$ cat src/rtl/monster_motion_ctrl.sv
// rtl/monster_motion_ctrl.sv - per-frame monster sprite motion, hit-flash and death sequencer
// Movement advances once every FRAME_DIV frames; X bounces between X_MIN and X_MAX-M_WIDTH.
module monster_motion_ctrl #(
  parameter int X_INIT       = 135,
  parameter int Y_INIT       = 85,
  parameter int M_WIDTH      = 31,
  parameter int STEP_X       = 10,
  parameter int STEP_Y       = 10,
  parameter int X_MIN        = 23,
  parameter int X_MAX        = 636,
  parameter int FRAME_DIV    = 3,
  parameter int HP_INIT      = 3,
  parameter int FLASH_FRAMES = 8
) (
  input  logic       Pclk,
  input  logic       rst_n,
  input  logic [9:0] xx,
  input  logic [9:0] yy,
  input  logic       start,
  input  logic       hit,
  input  logic       restart,
  output logic [9:0] M1X,
  output logic [9:0] M1Y,
  output logic       dir,
  output logic [2:0] hp,
  output logic       sprite_visible,
  output logic       dead,
  output logic       frame_tick
);

  typedef enum logic [2:0] {S_IDLE, S_MOVE_L, S_MOVE_R, S_FLASH, S_DEAD} state_t;

  localparam logic [3:0]  FDIV_LAST  = 4'(FRAME_DIV - 1);
  localparam logic [3:0]  FLASH_LAST = 4'(FLASH_FRAMES - 1);
  localparam logic [10:0] L_EDGE     = 11'(X_MIN + STEP_X);
  localparam logic [10:0] R_REACH    = 11'(M_WIDTH + STEP_X);

  state_t      state_q, state_d;
  logic        match_q, tick_q, tick_d;
  logic [3:0]  fdiv_q, fdiv_d, flash_q, flash_d;
  logic [9:0]  x_q, x_d, y_q, y_d;
  logic        dir_q, dir_d, vis_q, vis_d, ret_q, ret_d;
  logic [2:0]  hp_q, hp_d;

  logic        match, moving, move_tick, flash_done, hit_ok;
  logic [10:0] x_ext;

  assign match      = (xx == 10'd639) && (yy == 10'd479);
  assign moving     = (state_q == S_MOVE_L) || (state_q == S_MOVE_R);
  assign move_tick  = moving && tick_q && (fdiv_q == FDIV_LAST);
  assign flash_done = (state_q == S_FLASH) && tick_q && (flash_q == FLASH_LAST);
  assign hit_ok     = hit && moving;
  assign x_ext      = {1'b0, x_q};

  always_ff @(posedge Pclk or negedge rst_n) begin
    if (!rst_n) state_q <= S_IDLE;
    else        state_q <= state_d;
  end

  always_comb begin
    state_d = state_q;
    if (restart) begin
      state_d = S_IDLE;
    end else begin
      case (state_q)
        S_IDLE:   if (start) state_d = S_MOVE_L;
        S_MOVE_L: begin
          if (hit)                                state_d = (hp_q == 3'd1) ? S_DEAD : S_FLASH;
          else if (move_tick && (x_ext < L_EDGE)) state_d = S_MOVE_R;
        end
        S_MOVE_R: begin
          if (hit)                                                   state_d = (hp_q == 3'd1) ? S_DEAD : S_FLASH;
          else if (move_tick && (x_ext + R_REACH > 11'(X_MAX)))      state_d = S_MOVE_L;
        end
        S_FLASH:  if (flash_done) state_d = ret_q ? S_MOVE_L : S_MOVE_R;
        default:  state_d = state_q;
      endcase
    end
  end

  // Datapath next-state; hit outranks the movement tick, restart outranks everything.
  always_comb begin
    tick_d  = match && !match_q && !restart;
    fdiv_d  = fdiv_q;
    flash_d = flash_q;
    x_d     = x_q;
    y_d     = y_q;
    dir_d   = dir_q;
    hp_d    = hp_q;
    vis_d   = vis_q;
    ret_d   = ret_q;
    if (restart) begin
      fdiv_d  = 4'd0;
      flash_d = 4'd0;
      x_d     = 10'(X_INIT);
      y_d     = 10'(Y_INIT);
      dir_d   = 1'b1;
      hp_d    = 3'(HP_INIT);
      vis_d   = 1'b1;
      ret_d   = 1'b1;
    end else begin
      if (hit_ok) begin
        hp_d    = hp_q - 3'd1;
        flash_d = 4'd0;
        ret_d   = (state_q == S_MOVE_L);
        if (hp_q == 3'd1) vis_d = 1'b0;
      end else if (move_tick) begin
        fdiv_d = 4'd0;
        if (state_q == S_MOVE_L) begin
          y_d = y_q + 10'(STEP_Y);
          if (x_ext < L_EDGE) begin
            x_d   = 10'(X_MIN);
            dir_d = 1'b0;
          end else begin
            x_d = x_q - 10'(STEP_X);
          end
        end else begin
          y_d = y_q - 10'(STEP_Y);
          if (x_ext + R_REACH > 11'(X_MAX)) begin
            x_d   = 10'(X_MAX - M_WIDTH);
            dir_d = 1'b1;
          end else begin
            x_d = x_q + 10'(STEP_X);
          end
        end
      end else if (moving && tick_q) begin
        fdiv_d = fdiv_q + 4'd1;
      end
      if ((state_q == S_IDLE) && start) fdiv_d = 4'd0;
      if ((state_q == S_FLASH) && tick_q) begin
        if (flash_done) begin
          vis_d  = 1'b1;
          fdiv_d = 4'd0;
        end else begin
          flash_d = flash_q + 4'd1;
          vis_d   = ~flash_d[0];
        end
      end
    end
  end

  always_ff @(posedge Pclk or negedge rst_n) begin
    if (!rst_n) begin
      match_q <= 1'b0;
      tick_q  <= 1'b0;
      fdiv_q  <= 4'd0;
      flash_q <= 4'd0;
      x_q     <= 10'(X_INIT);
      y_q     <= 10'(Y_INIT);
      dir_q   <= 1'b1;
      hp_q    <= 3'(HP_INIT);
      vis_q   <= 1'b1;
      ret_q   <= 1'b1;
    end else begin
      match_q <= match;
      tick_q  <= tick_d;
      fdiv_q  <= fdiv_d;
      flash_q <= flash_d;
      x_q     <= x_d;
      y_q     <= y_d;
      dir_q   <= dir_d;
      hp_q    <= hp_d;
      vis_q   <= vis_d;
      ret_q   <= ret_d;
    end
  end

  always_comb begin
    M1X            = x_q;
    M1Y            = y_q;
    dir            = dir_q;
    hp             = hp_q;
    frame_tick     = tick_q;
    dead           = (state_q == S_DEAD);
    sprite_visible = vis_q && (state_q != S_DEAD);
  end

endmodule

$ cat config.mk
export PLATFORM = sky130hd
export DESIGN_NAME = monster_motion_ctrl
export DESIGN_NICKNAME = d
export VERILOG_FILES = /design/src/rtl/monster_motion_ctrl.sv
export SDC_FILE = /design/constraint.sdc
export NUM_CORES = 1
export LEC_CHECK = 0
export CORE_MARGIN = 3
export CORE_UTILIZATION = 58
export DETAILED_ROUTE_END_ITERATION = 12
export MAX_ROUTING_LAYER = met4
export PLACE_DENSITY = 0.86
export SLEW_MARGIN = 20
export SYNTH_ARGS = -nofsm -noshare
export SYNTH_HDL_FRONTEND = slang
export SYNTH_SLANG_ARGS = --single-unit
$ cat constraint.sdc
create_clock -name Pclk -period 5.45 [get_ports Pclk]
set_input_delay 1.635 -clock Pclk [delete_from_list [all_inputs] [get_ports Pclk]]
set_output_delay 1.635 -clock Pclk [all_outputs]
set_load 0.02 [all_outputs]
### Word level (Yosys, flattened, before mapping)

Cells that the tools add are included.
Widths: inputs -> output; s select.

* register bits: 39
* output and inout bits: 27
* input bits: 25
* word-level logic and storage cells: 110

* bitwise gates (word level): 1
* muxes and demuxes: 46
* add/sub/neg operators: 8
* reduce and logical (&&, ||, !) cells: 26
* equality and inequality tests: 16
* order comparisons: 2

Operator list (number)
* $mux 10: 10
* $mux 4: 11
* $mux 3: 10
* $add 10x4->10 const B: 2
* $sub 10x4->10 const B: 2
* $mux 1: 13
* $logic_and 1x1->1: 12
* $pmux 3 s4: 1
* $add 10x6->11 const B: 1
* $gt 11x10->1 const B: 1
* $eq 10x10->1 const B: 1
* $eq 10x9->1 const B: 1
* $lt 10x6->1 const B: 1
* $ne 3x3->1 const B: 3
* $reduce_bool 3->1: 3
* $add 4x1->4 const B: 2
* $ne 4x3->1 const B: 2
* $eq 3x1->1 const B: 2
* $eq 3x2->1 const B: 2
* $reduce_and 5->1: 1
* $reduce_bool 5->1: 1
* $eq 4x2->1 const B: 1
* $eq 4x3->1 const B: 1
* $reduce_and 2->1: 2
* other kinds (11): 13

### Longest topological paths before layout

Gate-level depths: netlist of the first run.

* word-level depth: 10
* depth in mapped cells: 12
* depth with buffers taken out: 11

### Worst setup path after synthesis of the first run

OpenSTA, ideal clock, no wires.

* kind: input port to flip-flop
* start point: input port hit
* end point: register x_q[8], in the netlist M1X[8]
* slack: 2.175 ns
* arrival: 3.189 ns
* required time: 5.363 ns
* path buffers: 2
* cell stages on the path: 7
* setup time: 0.087 ns
* cells stage by stage: bufbuf_16 nor4b_4 and2_1 buf_4 nor2_1 or4_1 o211ai_1

* cells in the longest elaborated chain, start to end: 3

Ends and longest elaborated chain
* start, declared: RTL line 20 `input logic hit,`
* $logic_and 1x1->1: RTL line 52 `assign hit_ok = hit && moving;`
* $ne 2x2->1 (no line)
* $reduce_and 2->1 (no line)
* end signal, assigned: RTL line 148 `x_q <= 10'(X_INIT);`
* end, declared: RTL line 41 `logic [9:0] x_q, x_d, y_q, y_d;`

Every way passes these cells.
A chain may end at the register's enable or synchronous reset.

### Worst setup path in the final report of the first run

* start point: input port hit
* end point: register x_q[4], in the netlist M1X[4]

Same word-level chain as after synthesis.

==> results of run 1 <==
## cells in the mapped netlist (4+ instances only)
| library cell | number | area, um^2 |
|---|---|---|
| nand2b_1 | 8 | 50.05 |
| a21oi_1 | 23 | 115.1 |
| dfrtp_1 | 26 | 650.6 |
| nor2b_1 | 5 | 31.28 |
| dfstp_2 | 13 | 341.6 |
| nor3_1 | 8 | 40.04 |
| inv_1 | 10 | 37.54 |
| xor2_1 | 9 | 78.83 |
| nand2_1 | 31 | 116.4 |
| ha_1 | 14 | 175.2 |
| buf_6 | 4 | 45.04 |
| clkbuf_8 | 7 | 96.34 |
| buf_4 | 4 | 30.03 |
| xnor2_1 | 8 | 70.07 |
| a21o_1 | 8 | 60.06 |
| nor2_1 | 32 | 120.1 |
| nand4b_1 | 4 | 35.03 |
| nor3b_1 | 7 | 52.55 |
| a31oi_1 | 7 | 43.79 |
| nand3_1 | 11 | 55.05 |
| o21ai_0 | 11 | 55.05 |
| clkbuf_1 | 4 | 15.01 |
## registers in the layout, indices dropped and copies added, names as in the netlist
register and cells:
M1X 10, fdiv_q 4, vis_q 1, state_q 3, frame_tick 1, flash_q 4, dir 1, ret_q 1
M1Y 10, hp 3, match_q 1
## path summary, 6_finish.rpt
path                            startpoint         end  slack [ns]
worst max-delay path                   hit      M1X[4]        1.43
worst min-delay path               match_q  frame_tick        0.41
worst max register to register  state_q[1]      M1Y[9]        1.62
worst min register to register     match_q  frame_tick        0.41
max in group asynchronous            rst_n      M1Y[3]        3.43
min in group asynchronous            rst_n      M1X[6]        1.46
## through the flow
step / total power (W) / area [um^2]
after floorplan: 0.001174 / 3148
after global placement: 0.001316 / 3525
after detailed placement: 0.001344 / 3525
after CTS: 0.001557 / 3617
after global routing: 0.001682 / 3617
final: 0.001567 / 3617
## critical path: cells and delay by family
kind,cells,cell delay (ns)
AND/OR/NAND/NOR,4,1.74
buffers and inverters,1,0.60
AO/OA/AOI/OAI,2,0.22
## final cells by class
| type | count | area share |
|---|---|---|
| tap | 70 | 0.02421 |
| sequential | 39 | 0.2743 |
| clock buffer | 5 | 0.01902 |
| multi-input combinational | 271 | 0.5237 |
| inverter | 10 | 0.01038 |
| clock inverter | 3 | 0.006572 |
| timing repair buffer | 52 | 0.1418 |
## per-layer routing
layer  share of wire  global-route usage  wire length [um]
met5               0                   -                 0
met2            0.49              0.4073              3633
met1            0.44              0.3269              3276
met4           0.015             0.07732               110
met3           0.048             0.03612               352
## kinds of logic after synthesis
logic type,Yosys count,share of synthesized area
adders and majority gates,15,0.06200
AOI/OAI and AO/OA,97,0.2337
and+or+nand+nor,137,0.2421
buffers and inverters,31,0.08306
DFF,39,0.3152
muxes,5,0.01669
xor gates and xnor gates,17,0.04730
## power by group
part / switching [W] / internal [W]
clock network: 0.000118 / 0.0000917
logic: 0.000481 / 0.000390
registers: 0.000138 / 0.000348
total: 0.000737 / 0.000830
==> qor.yml, run 1 <==
critPathMaxFanout: 15
start_util: 0.6086
peakVddDrop_uv: 206.6
clock_skew_ns: 0.001980
rr_worst_depth: 11
whs_ns: 0.4077
clock_sinks: 39
grt_max_degree: 40
avgViaCountPerCell: 6.209
cts_buffers: 5
grt_pass1_wl_mm: 12.36
postCtsHoldBufs: 0
fmax_mhz: 248.6
io_buffers: 51
hold_path_class: "reg -> reg"
finalSetupTns_ns: 0
status: "finished, final reports clean"
final_nets: 419
dieArea_mm2: 0.006347
layout_common_cells: "clkdlybuf4s50_1 (50), nor2_1 (32), nand2_1 (31)"
p_leak_nw: 1.473
slew_headroom: 0.4059
synth_warnings: 0
first_global_vias: 2623
drv_cap: 0
min_period_over_period: 0.7380
path_clk_slew_ns: 0.09
die_h_um: 79.67
p_per_area_mw_per_mm2: 433.1
synth_edf_count: 0
multi_input_area_mm2: 0.001894
postSynthCellCount: 341
fin_ws_ns: 1.428
dp.cells: 442
rsz0062_at_grt: "false"
ys_ff_latch: 39
vias: 2794
ctsResizeCount: 0
synth-main-ff-cell: "dfrtp_1"
dr.pass1.iters: 5
grt_usage: 0.2514
clock_path_buffers: 2
dpl.hpwl_mm: 5.254
stdcell_count: 450
drt-initial-drc-count: 293
wl_per_cell_um: 16.38
clk_latency_ns: 0.29
cts_tree: "yes"
antenna_found_initial: 0
critPathSlowestCell: "clkdlybuf4s50_1"
worst_pin_slew_ns: 0.8912
diodes: 0
min_period_ns: 4.022
async_flop_share: 1.000
gp_congestion: 0.8557
max_stage_delay_ns: 0.60
fin_util: 0.6993
arrival_ns: 4.21
core_mm2: 0.005172
post-cts-setup-buffers: 0
syn-cell-area_mm2: 0.003148
root_buffer: "clkbuf_8"
crit_chain: "clkdlybuf4s50_1, nor4b_4, nand2_1, nand2b_1, and4_1, o22ai_1, o211a_1"
layout_commonest_cell: "clkdlybuf4s50_1"
final-setup-viol-count: 0
dieWidth_um: 79.67
drc: 0
hold_viol_final: 0
pre_cts_ws_ns: 1.141
overflow: 0
num-fill-cells: 405
final_max_slew_viol_count: 0
crit_required_ns: 5.64
routed_wirelength_mm: 7.372
end_kind: "flip-flop"
hold_path_depth: 1
seqCellArea_um2: 992.2
yosysSeqAreaShare: 0.3152
placementRows: 26
cts_max_level: 2
syn2layout_area_growth_pct: 14.90
drive_gt1_frac: 0.1184
yosysUniqueCellTypes: 75
io_pins: 52
drtAntennaViolNets: 0
start_kind: "primary input"
syn_nets: 381
crit_type: "in -> reg"
synth.avg_cell_area_um2: 9.232
(Power assumes the default switching activity.)
==> inputs of run 2 (changes only) <==
CORE_UTILIZATION = 54   (was 58)
PLACE_DENSITY = 0.81   (was 0.86)
clock period = 3.95 ns   (was 5.45 ns; I/O delays follow)
==> qor.yml, run 2 (synthesized netlist as in run 1, its figures left out) <==
final-setup-viol-count: 0  # unchanged
diodes: 0  # unchanged
reg2reg_from: "state_q[0]"
grt_usage: 0.2457  # -0.005675
crit_chain: "and2b_2, nand2_1, buf_4, fa_1, a21oi_1, o21bai_1, a21o_1, a2111oi_0, nor3_1, mux2_2, mux2_1"
min_period_ns: 3.302
root_buffer: "clkbuf_8"
avgViaCountPerCell: 6.110  # -1.6%
fin_util: 0.6570  # -0.04231
wl_met2_mm: 3.493  # -3.9%
crit_required_ns: 4.13  # -1.51 ns
syn2layout_area_growth_pct: 16.34
drive_gt1_frac: 0.1253  # +0.006905
arrival_ns: 3.48  # -0.73 ns
worst_pin_slew_ns: 0.8576  # -0.03354 ns
p_per_area_mw_per_mm2: 604.5  # +40%
placementRows: 27  # +3.8%
clock_path_buffers: 2  # unchanged
met3WireLength_um: 382  # +8.5%
fin_ws_ns: 0.6481  # -0.7798 ns
reg2reg_slack_ns: 0.65  # -0.97 ns
critPathSlowestCell: "dfrtp_1"
start_kind: "flip-flop"
dieWidth_um: 82.35  # +3.4%
drt-initial-drc-count: 144  # -51%
layout_commonest_cell: "clkdlybuf4s50_1"
antenna_found_initial: 0  # unchanged
rsz0062_at_grt: "false"
finalSetupTns_ns: 0  # unchanged
cts_buffers: 5  # unchanged
placedInstanceArea_mm2: 0.003550  # +0.71%
layout_common_cells: "clkdlybuf4s50_1 (50), nor2_1 (32), nand2_1 (31)"
start_util: 0.5648  # -0.04385
drv_cap: 0  # unchanged
io_pins: 52  # unchanged
core_mm2: 0.005574  # +7.8%
max_stage_delay_ns: 0.63  # +0.03 ns
final_area_mm2: 0.003662  # +1.2%
wl_per_cell_um: 16.12  # -1.6%
p_total_w: 0.002214  # +41%
hold_viol_final: 0  # unchanged
end_kind: "flip-flop"
first_global_vias: 2753  # +5.0%
path_clk_slew_ns: 0.08  # about the same
cts_tree: "yes"
critical_path.startpoint: "state_q[0]"
grt_pass1_wl_mm: 12.54  # +1.5%
status: "finished, final reports clean"
die_h_um: 82.35  # +3.4%
gp_congestion: 0.8987  # +5.0%
overflow: 0  # unchanged
vias: 2780  # -0.50%
slew_headroom: 0.4282  # +0.02236
top_layer: "met4"
drc: 0  # unchanged
cts_max_level: 2  # unchanged
io_buffers: 51  # unchanged
dpl.hpwl_mm: 5.238  # -0.31%
grt_max_degree: 40  # unchanged
dieArea_mm2: 0.006782  # +6.8%
num-fill-cells: 476  # +18%
critPathCapture: "M1Y[9]"
hold_path_class: "reg -> reg"
min_period_over_period: 0.8359
postCtsHoldBufs: 0  # unchanged
hold_path_depth: 1  # unchanged
clk_latency_ns: 0.30  # about the same
final_max_slew_viol_count: 0  # unchanged
crit_type: "reg -> reg"
clock_sinks: 39  # unchanged
final_nets: 422  # +0.72%
reg2reg_to: "M1Y[9]"
ctsResizeCount: 0  # unchanged
rr_worst_depth: 11  # unchanged
post-cts-setup-buffers: 0  # unchanged
routed_wirelength_mm: 7.334  # -0.52%
dr.pass1.iters: 4  # -1
wl_met1_mm: 3.301  # +0.76%
pre_cts_ws_ns: 0.6240  # -0.5170 ns
p_leak_nw: 1.504  # +2.1%
fmax_mhz: 302.9
peakVddDrop_uv: 283.3  # +37%
critPathMaxFanout: 15  # unchanged
drtAntennaViolNets: 0  # unchanged
clock_skew_ns: 0.01025  # +0.008275 ns
## run 2: cell types whose count changed in the layout (fill, tap and decap cells not counted), sizes merged
cell      change
inv           -1
buf           +3
bufinv        +1
clkinv        +2
clkinvlp      -2
## run 2: how the worst min path moves through the flow
stage | end | startpoint | slack [ns]
3_3_place_gp | frame_tick | match_q | 0.39
5_1_grt | frame_tick | match_q | 0.43
3_5_place_dp | frame_tick | match_q | 0.40
2_1_floorplan | frame_tick | match_q | 0.38
6_report | frame_tick | match_q | 0.41
4_1_cts | frame_tick | match_q | 0.41
## run 2: worst max-delay path, delay by kind of cell (launching register included)
family / cells / cell delay [ns]
buffers and inverters: 1 / 0.19
multiplexers: 2 / 0.61
AND/OR/NAND/NOR: 3 / 0.48
AO/OA/AOI/OAI: 4 / 0.86
adder cells (fa/ha/maj): 1 / 0.40
flip-flops: 1 / 0.63
## run 2: report_power, final
| group | switching (W) | leakage, nW | internal, W |
|---|---|---|---|
| clock network | 0.000154 | 0.0581 | 0.000188 |
| logic | 0.000651 | 0.957 | 0.000546 |
| registers | 0.000194 | 0.488 | 0.000480 |
## run 2: stage by stage
step                cells  hold slack, ns
floorplan             341          0.3824
global placement      447          0.3922
detailed placement    447          0.3984
CTS                   455          0.4108
global route          455          0.4305
finish                455          0.4063
## run 2: final cells by class
class | count | area, um^2 | area share
tap | 72 | 90.09 | 0.02460
sequential | 39 | 992.2 | 0.2709
multi-input combinational | 271 | 1894 | 0.5173
clock buffer | 5 | 68.82 | 0.01879
timing repair buffer | 55 | 535.5 | 0.1462
clock inverter | 3 | 43.79 | 0.01196
inverter | 10 | 37.54 | 0.01025
## run 2: layer usage
layer | up-vias | GRT usage
met1 | 1344 | 0.3131
li1 | 1326 | -
met3 | 18 | 0.03688
met5 | - | -
met2 | 92 | 0.3926
met4 | 0 | 0.09801
==> inputs of run 3 (changes only) <==
CORE_UTILIZATION = 49   (was 54)
PLACE_DENSITY = 0.77   (was 0.81)
clock period = 2.8 ns   (was 3.95 ns; I/O delays follow)
==> qor.yml, run 3 (synthesized netlist as in run 1, its figures left out) <==
final-setup-viol-count: 0  # unchanged
hold_path_class: "reg -> reg"
layout_commonest_cell: "clkdlybuf4s50_1"
critPathSlowestCell: "dfrtp_1"
start_util: 0.5194  # -0.04535
core_mm2: 0.006061  # +8.7%
peakVddDrop_uv: 517.9  # +83%
avgViaCountPerCell: 5.979  # -2.1%
overflow: 0  # unchanged
io_buffers: 51  # unchanged
drc: 0  # unchanged
diodes: 0  # unchanged
clock_sinks: 39  # unchanged
p_per_area_mw_per_mm2: 840.7  # +39%
cts_tree: "yes"
routed_wirelength_mm: 7.753  # +5.7%
whs_ns: 0.3998  # -0.006522 ns
clk_latency_ns: 0.30  # about the same
start_kind: "flip-flop"
fmax_mhz: 371.3  # +23%
critPathCapture: "M1Y[9]"
gp_congestion: 0.9200  # +2.4%
status: "finished, final reports clean"
layout_common_cells: "clkdlybuf4s50_1 (50), nor2_1 (32), nand2_1 (30)"
grt_max_degree: 40  # unchanged
syn2layout_area_growth_pct: 21.90
cts_buffers: 5  # unchanged
crit_type: "reg -> reg"
drt-initial-drc-count: 257  # +78%
placedInstanceArea_mm2: 0.003717  # +4.7%
fin_util: 0.6332  # -0.02386
reg2reg_slack_ns: 0.11  # -0.54 ns
dieArea_mm2: 0.007423  # +9.5%
grt_usage: 0.2314  # -0.01427
final_nets: 442  # +4.7%
min_period_ns: 2.693  # -0.6087 ns
crit_chain: "and2b_2, nand2_4, fa_2, a21oi_2, o21bai_1, a21o_1, a2111oi_4, nor3_1, mux2_2, mux2_1"
first_global_vias: 2863  # +4.0%
drive_gt1_frac: 0.1836  # +0.05830
dpl.hpwl_mm: 5.859  # +12%
post-cts-setup-buffers: 0  # unchanged
critPathMaxFanout: 6  # -9
p_total_w: 0.003226  # +46%
placementRows: 28  # +3.7%
min_period_over_period: 0.9619  # +0.1259
max_stage_delay_ns: 0.39  # -0.24 ns
drtAntennaViolNets: 0  # unchanged
critical_path.startpoint: "state_q[1]"
pre_cts_ws_ns: 0.01164  # -0.6124 ns
die_h_um: 86.16  # +4.6%
reg2reg_from: "state_q[1]"
postCtsHoldBufs: 0  # unchanged
rr_worst_depth: 10  # -1
p_leak_nw: 1.585  # +5.4%
final_max_slew_viol_count: 0  # unchanged
hold_viol_final: 0  # unchanged
pwr-share-clk: 0.123  # -0.032
combPwrFrac: 0.609  # +0.068
final_area_mm2: 0.003837  # +4.8%
power.internal_w: 0.001736  # +43%
p_seq_frac: 0.268  # -0.037
wl_per_cell_um: 16.22  # +0.63%
slew_headroom: 0.4138  # -0.01442
cts_max_level: 2  # unchanged
dieWidth_um: 86.16  # +4.6%
antenna_found_initial: 0  # unchanged
fin_ws_ns: 0.1068  # -0.5413 ns
drv_cap: 0  # unchanged
vias: 2858  # +2.8%
num-fill-cells: 533  # +12%
crit_required_ns: 2.98  # -1.15 ns
arrival_ns: 2.87  # -0.61 ns
clock_path_buffers: 2  # unchanged
root_buffer: "clkbuf_8"
worst_pin_slew_ns: 0.8793  # +0.02164 ns
end_kind: "flip-flop"
dr.pass1.iters: 5  # +1
grt_pass1_wl_mm: 13.49  # +7.5%
switching_power_w: 0.001490  # +49%
path_clk_slew_ns: 0.09  # about the same
io_pins: 52  # unchanged
p_sw_frac: 0.4617  # +0.01035
reg2reg_to: "M1Y[9]"
clock_skew_ns: 0.008337  # -0.001917 ns
run 3: changes by cell type in the layout (fill, tap and decap cells not counted), sizes merged:
cell      change
buf          +20
bufinv        -1
clkinv        -1
clkinvlp      +2
run 3: layer usage:
layer  up-vias  wire length [um]  track usage
li1       1375                 -            -
met1      1368              3398       0.2921
met2        98              3780       0.3630
met3        17               387      0.04227
met4         0               186      0.09928
met5         -                 0            -
run 3: area by class of cell:
type | count | area [um^2] | share of cell area
repair buffers | 75 | 685.7 | 0.1787
multi-input cells | 271 | 1939 | 0.5054
well taps | 75 | 93.84 | 0.02445
clock inverters | 3 | 20.02 | 0.005217
clock buffers | 5 | 68.82 | 0.01793
flip-flops and latches | 39 | 992.2 | 0.2586
inverters | 10 | 37.54 | 0.009782
run 3: repair_timing:
action                                  4_1_cts  5_1_grt
endpoints found under the setup margin        1        1
resized for setup                             1        3
pin swaps                                     0        1
run 3: power groups by stage:
| stage | logic (W) | clock network [W] | registers (W) |
|---|---|---|---|
| floorplan | 0.00146 | 0 | 0.000853 |
| global placement | 0.00184 | 0 | 0.000864 |
| detailed placement | 0.00190 | 0 | 0.000874 |
| CTS | 0.00192 | 0.000404 | 0.000864 |
| global route | 0.00215 | 0.000423 | 0.000891 |
| finish | 0.00196 | 0.000396 | 0.000865 |
run 3: how the worst min path moves through the flow:
stage                 start         end  depth (start not counted)
floorplan           match_q  frame_tick                          1
global placement    match_q  frame_tick                          1
detailed placement  match_q  frame_tick                          1
CTS                 match_q  frame_tick                          1
global route        match_q  frame_tick                          1
finish              match_q  frame_tick                          1
run 3: per-stage QoR:
step / std cells / setup TNS (ns)
floorplan: 341 / 0
global placement: 470 / 0
detailed placement: 470 / 0
CTS: 478 / 0
global route: 478 / -0.001218
finish: 478 / 0
run 3: worst max-delay path: cells and delay by family (launching register included):
family	cells	cell delay (ns)
simple gates	3	0.43
flops	1	0.39
compound gates	4	0.80
fa+ha+maj	1	0.37
mux	2	0.59
